--- src/rtl/demod_pkg.sv ---
// Shared demodulator constants and the symbol-controller state set.
package demod_pkg;

    localparam int SYMBOL_LEN = 32;
    localparam int CORR_W     = 24;
    localparam int PIPE_LAT   = 5;

    typedef enum logic [1:0] {
        IDLE,
        FILL,
        SEARCH,
        TRACK
    } state_t;

endpackage

--- src/rtl/corr_mag.sv ---
// Correlation metric: max(|sin-bias|, |cos-bias|), plus the sine sign.
module corr_mag #(
    parameter int W = 24
) (
    input  logic [W-1:0] sin_corr,
    input  logic [W-1:0] cos_corr,
    input  logic [W-1:0] bias,
    output logic [W-1:0] mag,
    output logic         sin_neg
);

    logic [W:0] s;
    logic [W:0] c;
    logic [W:0] abs_s;
    logic [W:0] abs_c;
    logic [W:0] mx;

    always_comb begin
        s     = {1'b0, sin_corr} - {1'b0, bias};
        c     = {1'b0, cos_corr} - {1'b0, bias};
        abs_s = s[W] ? (~s + 1'b1) : s;
        abs_c = c[W] ? (~c + 1'b1) : c;
        mx    = (abs_s > abs_c) ? abs_s : abs_c;
        mag   = mx[W] ? '1 : mx[W-1:0];
        sin_neg = s[W];
    end

endmodule

--- src/rtl/demod_symbol_ctrl.sv ---
// Symbol timing controller: fill, peak-phase search, then tracked
// bit decisions with lock-loss detection.
module demod_symbol_ctrl
    import demod_pkg::*;
#(
    parameter int SYMBOL_LEN  = demod_pkg::SYMBOL_LEN,
    parameter int CORR_W      = demod_pkg::CORR_W,
    parameter int PIPE_LAT    = demod_pkg::PIPE_LAT,
    parameter logic [CORR_W-1:0] CORR_BIAS = 24'h040000,
    parameter logic [CORR_W-1:0] MIN_MAG   = 24'h002000,
    parameter int SEARCH_SYMS = 4,
    parameter int LOSS_CNT    = 8
) (
    input  logic                          clk_fast,
    input  logic                          rst,
    input  logic                          en,
    input  logic [CORR_W-1:0]             sin_corr,
    input  logic [CORR_W-1:0]             cos_corr,
    output logic                          bit_out,
    output logic                          valid,
    output logic                          locked,
    output logic [$clog2(SYMBOL_LEN)-1:0] phase_idx
);

    localparam int PH_W   = $clog2(SYMBOL_LEN);
    localparam int FILL_N = SYMBOL_LEN + PIPE_LAT;
    localparam int FILL_W = $clog2(FILL_N);
    localparam int WIN_N  = SEARCH_SYMS * SYMBOL_LEN;
    localparam int WIN_W  = $clog2(WIN_N);
    localparam int WEAK_W = $clog2(LOSS_CNT + 1);

    localparam logic [PH_W-1:0]   PH_LAST   = PH_W'(SYMBOL_LEN - 1);
    localparam logic [FILL_W-1:0] FILL_LAST = FILL_W'(FILL_N - 1);
    localparam logic [WIN_W-1:0]  WIN_LAST  = WIN_W'(WIN_N - 1);
    localparam logic [WEAK_W-1:0] WEAK_LAST = WEAK_W'(LOSS_CNT - 1);

    state_t              state, state_nx;
    logic [FILL_W-1:0]   fill_cnt, fill_nx;
    logic [WIN_W-1:0]    win_cnt, win_nx;
    logic [PH_W-1:0]     ph, ph_nx, ph_wrap;
    logic [PH_W-1:0]     best_ph, best_ph_nx;
    logic [CORR_W-1:0]   best_mag, best_mag_nx;
    logic [WEAK_W-1:0]   weak_cnt, weak_nx;
    logic [PH_W-1:0]     pidx_nx;
    logic                bit_nx, valid_nx;
    logic [CORR_W-1:0]   mag;
    logic                sin_neg;
    logic                hit;
    logic [CORR_W-1:0]   win_mag;
    logic [PH_W-1:0]     win_ph;

    corr_mag #(.W(CORR_W)) u_mag (
        .sin_corr (sin_corr),
        .cos_corr (cos_corr),
        .bias     (CORR_BIAS),
        .mag      (mag),
        .sin_neg  (sin_neg)
    );

    assign locked = (state == TRACK);

    always_comb begin
        state_nx    = state;
        fill_nx     = fill_cnt;
        win_nx      = win_cnt;
        ph_nx       = ph;
        best_mag_nx = best_mag;
        best_ph_nx  = best_ph;
        weak_nx     = weak_cnt;
        pidx_nx     = phase_idx;
        bit_nx      = bit_out;
        valid_nx    = 1'b0;
        ph_wrap     = (ph == PH_LAST) ? '0 : ph + 1'b1;
        hit         = (mag > best_mag);
        // The window's final cycle still competes for the peak.
        win_mag     = hit ? mag : best_mag;
        win_ph      = hit ? ph : best_ph;
        if (!en) begin
            state_nx    = IDLE;
            fill_nx     = '0;
            win_nx      = '0;
            ph_nx       = '0;
            best_mag_nx = '0;
            best_ph_nx  = '0;
            weak_nx     = '0;
        end else begin
            unique case (state)
                IDLE: begin
                    state_nx = FILL;
                    fill_nx  = '0;
                end
                FILL: begin
                    if (fill_cnt == FILL_LAST) begin
                        state_nx = SEARCH;
                        ph_nx    = '0;
                        win_nx   = '0;
                    end else begin
                        fill_nx = fill_cnt + 1'b1;
                    end
                end
                SEARCH: begin
                    ph_nx = ph_wrap;
                    if (hit) begin
                        best_mag_nx = mag;
                        best_ph_nx  = ph;
                    end
                    if (win_cnt == WIN_LAST) begin
                        win_nx      = '0;
                        best_mag_nx = '0;
                        best_ph_nx  = '0;
                        if (win_mag >= MIN_MAG) begin
                            state_nx = TRACK;
                            pidx_nx  = win_ph;
                            weak_nx  = '0;
                        end
                    end else begin
                        win_nx = win_cnt + 1'b1;
                    end
                end
                TRACK: begin
                    ph_nx = ph_wrap;
                    if (ph == phase_idx) begin
                        if (mag >= MIN_MAG) begin
                            weak_nx  = '0;
                            bit_nx   = ~sin_neg;
                            valid_nx = 1'b1;
                        end else if (weak_cnt == WEAK_LAST) begin
                            state_nx    = SEARCH;
                            weak_nx     = '0;
                            win_nx      = '0;
                            best_mag_nx = '0;
                            best_ph_nx  = '0;
                        end else begin
                            weak_nx  = weak_cnt + 1'b1;
                            bit_nx   = ~sin_neg;
                            valid_nx = 1'b1;
                        end
                    end
                end
                default: state_nx = IDLE;
            endcase
        end
    end

    always_ff @(posedge clk_fast) begin
        if (rst) begin
            state     <= IDLE;
            fill_cnt  <= '0;
            win_cnt   <= '0;
            ph        <= '0;
            best_mag  <= '0;
            best_ph   <= '0;
            weak_cnt  <= '0;
            phase_idx <= '0;
            bit_out   <= 1'b0;
            valid     <= 1'b0;
        end else begin
            state     <= state_nx;
            fill_cnt  <= fill_nx;
            win_cnt   <= win_nx;
            ph        <= ph_nx;
            best_mag  <= best_mag_nx;
            best_ph   <= best_ph_nx;
            weak_cnt  <= weak_nx;
            phase_idx <= pidx_nx;
            bit_out   <= bit_nx;
            valid     <= valid_nx;
        end
    end

endmodule

--- config.mk ---
export PLATFORM = sky130hd
export DESIGN_NAME = demod_symbol_ctrl
export DESIGN_NICKNAME = d
export VERILOG_FILES = /design/src/rtl/demod_pkg.sv /design/src/rtl/corr_mag.sv /design/src/rtl/demod_symbol_ctrl.sv
export SDC_FILE = /design/constraint.sdc
export NUM_CORES = 1
export LEC_CHECK = 0
export ABC_AREA = 1
export CAP_MARGIN = 20
export CELL_PAD_IN_SITES_DETAIL_PLACEMENT = 0
export CELL_PAD_IN_SITES_GLOBAL_PLACEMENT = 1
export CORE_MARGIN = 5
export CORE_UTILIZATION = 41
export CTS_BUF_LIST = sky130_fd_sc_hd__clkbuf_8 sky130_fd_sc_hd__clkbuf_16
export DETAILED_ROUTE_END_ITERATION = 6
export GPL_TIMING_DRIVEN = 0
export PLACE_DENSITY = 0.92
export RECOVER_POWER = 50
export SLEW_MARGIN = 20
export SYNTH_ARGS = -nofsm -noshare
export SYNTH_HDL_FRONTEND = slang
export SYNTH_SLANG_ARGS = --single-unit
export TNS_END_PERCENT = 20
--- constraint.sdc ---
create_clock -name clk_fast -period 7.6 [get_ports clk_fast]
set_input_delay 1.52 -clock clk_fast [delete_from_list [all_inputs] [get_ports clk_fast]]
set_output_delay 1.52 -clock clk_fast [all_outputs]
set_load 0.05 [all_outputs]
Yosys cells after proc, flatten, opt, wreduce, memory -nomap -nowiden --
Index checks and enable logic that the tools add are counted.
Storage, ports and cells: flip-flop bits (word level) 60, logic and storage cells 104, output and inout port bits 8, input port bits 51
Operators by class: multiplexer cells 44, equality and inequality tests 16, bitwise gates (word level) 6, order comparisons 4, reduce and logical (&&, ||, !) cells 16, add/sub/neg operators 8
Operators with widths (number):
- $mux W24 | 6
- $mux W25 | 3
- $add A25 B1 Y25 const B | 2
- $not A25 Y25 | 2
- $sub A24 B19 Y25 const B | 2
- $ge A24 B14 Y1 const B | 2
- $pmux W24 S2 | 1
- $mux W5 | 7
- $mux W7 | 5
- $gt A25 B25 Y1 | 1
- $gt A24 B24 Y1 | 1
- $pmux W7 S3 | 1
- $mux W4 | 5
- $pmux W5 S2 | 2
- $reduce_and A4 Y1 | 4
- $mux W2 | 6
- $ne A2 B2 Y1 const B | 6
- $pmux W6 S2 | 1
- $pmux W2 S4 | 1
- $pmux W4 S2 | 1
- $add A7 B1 Y7 const B | 1
- $eq A7 B7 Y1 const B | 1
- $add A6 B1 Y6 const B | 1
- $eq A6 B6 Y1 const B | 1
- 19 further kinds | 31

Longest topological paths before layout --
word-level depth 13, depth in mapped cells 47, mapped depth without buffers 45

Hierarchy --
From an unflattened synthesis, not the netlist that was laid out.
Second synthesis, totals: cells, all modules 1662, area total of the unflattened synthesis 9611.7 µm²
Modules (own cells, without submodules):
- corr_mag | area an instance 5984.5 µm², seq. area each 0.0 µm², times used 1, cells each 1146
- demod_symbol_ctrl | area an instance 3627.2 µm², seq. area each 1201.2 µm², times used 1, cells each 516

Least setup slack after synthesis --
No wires, ideal clock.
kind input to register, start point in sin_corr[18], end point reg phase_idx[0], arrival time 6.228 ns, data required time 7.483 ns, path slack 1.256 ns, cell stages on the path 37, buffers on the path 4, setup time 0.117 ns, cells stage by stage inv_1 > ha_1 > nand3_1 > nor2_2 > inv_1 > clkbuf_1 > a31oi_1 > xnor2_1 > inv_1 > ha_1 > nand2_1 > nand2_1 > a21oi_1 > nand3_1 > nand2_1 > nand3_1 > nand2_1 > buf_2 > buf_1 > o21ai_0 > ha_1 > nand2_1 > nor2_1 > nand2_1 > a21oi_1 > nor2_1 > nor2_1 > clkinv_1 > buf_2 > nand2_1 > nand2_1 > nand2_1 > nor2_1 > nand3_1 > nand4_1 > o21ai_0 > nor2_1
On the way: word-level cells in the longest chain between the ends 11, elaborated cells on any way between the ends 12, those cells by class add/sub (2); order compare (3); mux (5); bitwise (1); reduce/logical (1)
RTL lines:
- start: declaration | line demod_symbol_ctrl.sv:17 | input logic [CORR_W-1:0] sin_corr,
- $sub A24 B19 Y25 (*) | line corr_mag.sv:19 | s = {1'b0, sin_corr} - {1'b0, bias};
- $not A25 Y25 | line corr_mag.sv:21 | abs_s = s[W] ? (~s + 1'b1) : s;
- $add A25 B1 Y25 | line corr_mag.sv:21
- $mux W25 (*) | line corr_mag.sv:21
- $gt A25 B25 Y1 | line corr_mag.sv:23 | mx = (abs_s > abs_c) ? abs_s : abs_c;
- $mux W25 (*) | line corr_mag.sv:23
- $mux W24 (*) | line corr_mag.sv:24 | mag = mx[W] ? '1 : mx[W-1:0];
- $gt A24 B24 Y1 | line demod_symbol_ctrl.sv:74 | hit = (mag > best_mag);
- $mux W24
- $ge A24 B14 Y1 | line demod_symbol_ctrl.sv:111 | if (win_mag >= MIN_MAG) begin
- $reduce_and A4 Y1 (no source line)
- end signal: assignment | line demod_symbol_ctrl.sv:165 | phase_idx <= pidx_nx;
- end: declaration | line demod_symbol_ctrl.sv:22 | output logic [$clog2(SYMBOL_LEN)-1:0] phase_idx
Mark *: on every way between the ends. The rest lies on a longest branch, timed or not. A chain may end at the register's enable or synchronous reset.

Final worst setup path --
start point in sin_corr[18], end point reg weak_cnt[0]
On the way: word-level cells in the longest chain between the ends 12, elaborated cells on any way between the ends 16, those cells by class add/sub (2); order compare (4); eq/ne (1); mux (7); bitwise (1); reduce/logical (1)
RTL lines:
- $sub A24 B19 Y25 (*) | line corr_mag.sv:19
- $not A25 Y25 | line corr_mag.sv:21
- $add A25 B1 Y25 | line corr_mag.sv:21
- $mux W25 (*) | line corr_mag.sv:21
- $gt A25 B25 Y1 | line corr_mag.sv:23
- $mux W25 (*) | line corr_mag.sv:23
- $mux W24 (*) | line corr_mag.sv:24
- $gt A24 B24 Y1 | line demod_symbol_ctrl.sv:74
- $mux W24
- $ge A24 B14 Y1 | line demod_symbol_ctrl.sv:111
- $ne A2 B2 Y1 (no source line)
- $reduce_and A4 Y1 (no source line)
- end signal: assignment | line demod_symbol_ctrl.sv:164 | weak_cnt <= weak_nx;
- end: declaration | line demod_symbol_ctrl.sv:43 | logic [WEAK_W-1:0] weak_cnt, weak_nx;
Mark *: on every way between the ends. The rest lies on a longest branch, timed or not. The select of a mux whose other input is x is not followed.

==> qor.yml <==
worst_setup_path:
  crit_top_cell: "nand2_1"
  cp.required_ns: 7.82
  slowest_stage: "clkdlybuf4s50_1"
  end_kind: "flop"
  rr_endpoint: "weak_cnt[0]"
  worstReg2RegStart: "best_mag[23]"
  cp_max_fo: 10
  start_kind: "input port"
  cp_data_arrival_time_ns: 7.36
  worst-r2r-cell-count: 20
  cpPeakStageDelay_ns: 0.48
  crit_type: "input port to flop"
  reg2reg_setup_slack_ns: 4.55
logic_synthesis:
  yosysSeqAreaShare_pct: 18.89
  synthesis.nets: 1218
  syn_inst: 1106
  yosysWarnings: 0
  ys_ff_latch: 60
  syn_area_sq_mm: 0.006357
  synth_area_leaders: "nand2_1, dfxtp_1, ha_1, inv_1, nor2_1"
  synth_cell_types: 40
  synth_top_area_share_pct: 19.78
  synth_top_cell_by_area: "nand2_1"
  synth_area_per_cell_sq_um: 5.748
route:
  drc: 0
  wl_um: 17160
  ant_nets: 0
  wl_per_cell_um: 12.46
  drtPass1Iterations: 5
  vias: 6742
  viasPerCell: 4.896
  drt-initial-drc-count: 412
timing:
  holdWs_ns: 0.4605
  fin_worst_skew_ns: 0.004332
  min_period_ns: 7.140
  setup_viol: 0
  finalWorstSetupSlack_ns: 0.4602
  max-slew-margin-rel_pct: 47.81
  fin_crit_sh_pct: 93.95
  fmax_ghz: 0.1401
  timing.final.max_slew_violations: 0
  final_hold_viol_count: 0
  worstMarginPinSlew_ns: 0.7776
place:
  pre_cts_ws_ns: -0.9476
  place_congestion: 0.8841
  hpwl_um: 14050
  io_buffers: 58
clock_tree:
  path_clk_slew_ns: 0.05
  numCtsBuffers: 9
  insertion_delay_ns: 0.32
  cts_tree: "built"
  cts_hold_buf: 0
  cts-root-buf: "clkbuf_16"
  cts_sinks: 60
  htree_levels: 3
  clockBufferDepth: 2
final_layout:
  area_growth_pct: 19.92
  drive_gt1_share_pct: 5.467
  antenna_cells: 0
  final_cell_mix: "nand2_1, inv_1, nor2_1, nand3_1"
  fin_util_pct: 50.15
  nets: 1296
  layout_commonest_cell: "nand2_1"
min_path:
  holdPathStages: 2
  min_path_type: "flop to flop"
  hold_end: "win_cnt[4]"
  hp-start: "win_cnt[4]"
die:
  fp.dieH_um: 134.5
  dieArea_sq_mm: 0.01810
  initial_core_util_pct: 41.82
  rows: 45
  core_area_sq_mm: 0.01520
  dieWidth_um: 134.5
  io_pins: 59
grt:
  grtUsageTotal_pct: 19.25
  grt_overflow: 0
  antenna_found_initial: 0
  grt_max_degree: 11
  grt_pass1_wl_um: 28940
  grt_pass1_vias: 6272
pwr:
  leakagePower_uw: 0.003749
  p_per_area_mw_per_mm2: 147.3
  vdd_ir_drop_max_mv: 0.1113
run:
  cap_violations: 0
status:
  status: "complete, no violations"
==> stage by stage <==
step / TNS, ns / power [uW] / instances / cell area (sq um)
6_report: 0 / 1123 / 1377 / 7624
5_1_grt: -0.08781 / 1209 / 1377 / 7624
4_1_cts: 0 / 1115 / 1373 / 7513
3_5_place_dp: -17.43 / 719.2 / 1352 / 7173
3_3_place_gp: -18.13 / 715.4 / 1352 / 7173
2_1_floorplan: 0 / 606.8 / 1106 / 6357
==> per-layer routing <==
layer | vias up | share of wire (%) | wire, um | track usage, %
li1 | 3649 | - | - | -
met1 | 2943 | 48 | 8230 | 25.54
met2 | 123 | 46 | 7933 | 32.85
met3 | 27 | 3.5 | 601 | 2.310
met4 | 0 | 2.3 | 391 | 5.769
met5 | - | 0 | 0 | 0
==> power by group <==
part	internal [uW]	switching, uW
combinational	159	252
clock	249	141
sequential	319	2.16
total	727	396
==> layout make-up <==
cell class              instances  area (sq um)
fillers                      1632          7579
clock inverters                 7         60.06
multi-input cells             842          4425
plain buffers                  32         180.2
repair buffers                 67         648.1
well taps                     188         235.2
inverters                     172         648.1
flip-flops and latches         60          1201
clock buffers                   9         225.2
==> worst max-delay path by stage <==
stage	start	end	slack, ns	cells past startpoint
after floorplan	sin_corr[18]	phase_idx[0]	1.26	37
after global placement	sin_corr[18]	phase_idx[2]	-0.93	37
after detailed placement	sin_corr[18]	phase_idx[0]	-0.95	37
after CTS	sin_corr[18]	weak_cnt[0]	0.02	41
after global routing	sin_corr[18]	weak_cnt[0]	-0.05	41
final	sin_corr[18]	weak_cnt[0]	0.46	41
==> logic make-up after synthesis <==
logic type / Yosys count / synth area share, %
DFF: 60 / 18.89
muxes: 1 / 0.1575
and+or+nand+nor: 623 / 41.04
AOI/OAI and AO/OA: 116 / 9.880
other: 2 / 0.1181
buffers and inverters: 204 / 12.54
adders and majority gates: 61 / 12.01
xor gates and xnor gates: 39 / 5.373
==> critical path, delay by kind of cell <==
| kind | cells | cell delay (ns) |
|---|---|---|
| XOR/XNOR | 1 | 0.18 |
| AND/OR/NAND/NOR | 27 | 3.11 |
| adder cells (fa/ha/maj) | 3 | 0.81 |
| buffers and inverters | 8 | 1.35 |
| AO/OA/AOI/OAI | 2 | 0.34 |
==> state kept, by name, summed over array words and instances (netlist names) <==
register,flops
phase_idx,5
ph,5
valid,1
state,2
fill_cnt,6
best_ph,5
bit_out,1
weak_cnt,4
best_mag,24
win_cnt,7
==> synthesized netlist by cell type, drive strengths merged <==
library cell / n
inv: 170
xnor2: 7
buf: 11
a221oi: 1
o21ai: 44
a311oi: 1
nor3: 10
conb: 2
o211ai: 6
clkbuf: 21
o31ai: 1
xor2: 32
a21oi: 53
a211oi: 1
a31oi: 2
ha: 61
nor2b: 1
or2: 6
nand2: 336
nand4: 32
nand3b: 2
dfxtp: 60
clkinv: 2
nor2: 145
nand3: 80
mux2i: 1
nor3b: 3
and2: 8
a21o: 3
a21boi: 1
o21a: 3
==> what timing repair did <==
action,in CTS,in global routing
buffers inserted,5,4
endpoints found under the hold margin,0,0
setup endpoints to repair,28,30
gates resized for setup,9,34
pin swaps,2,6
No activity file was read; power rests on OpenSTA's default activity.
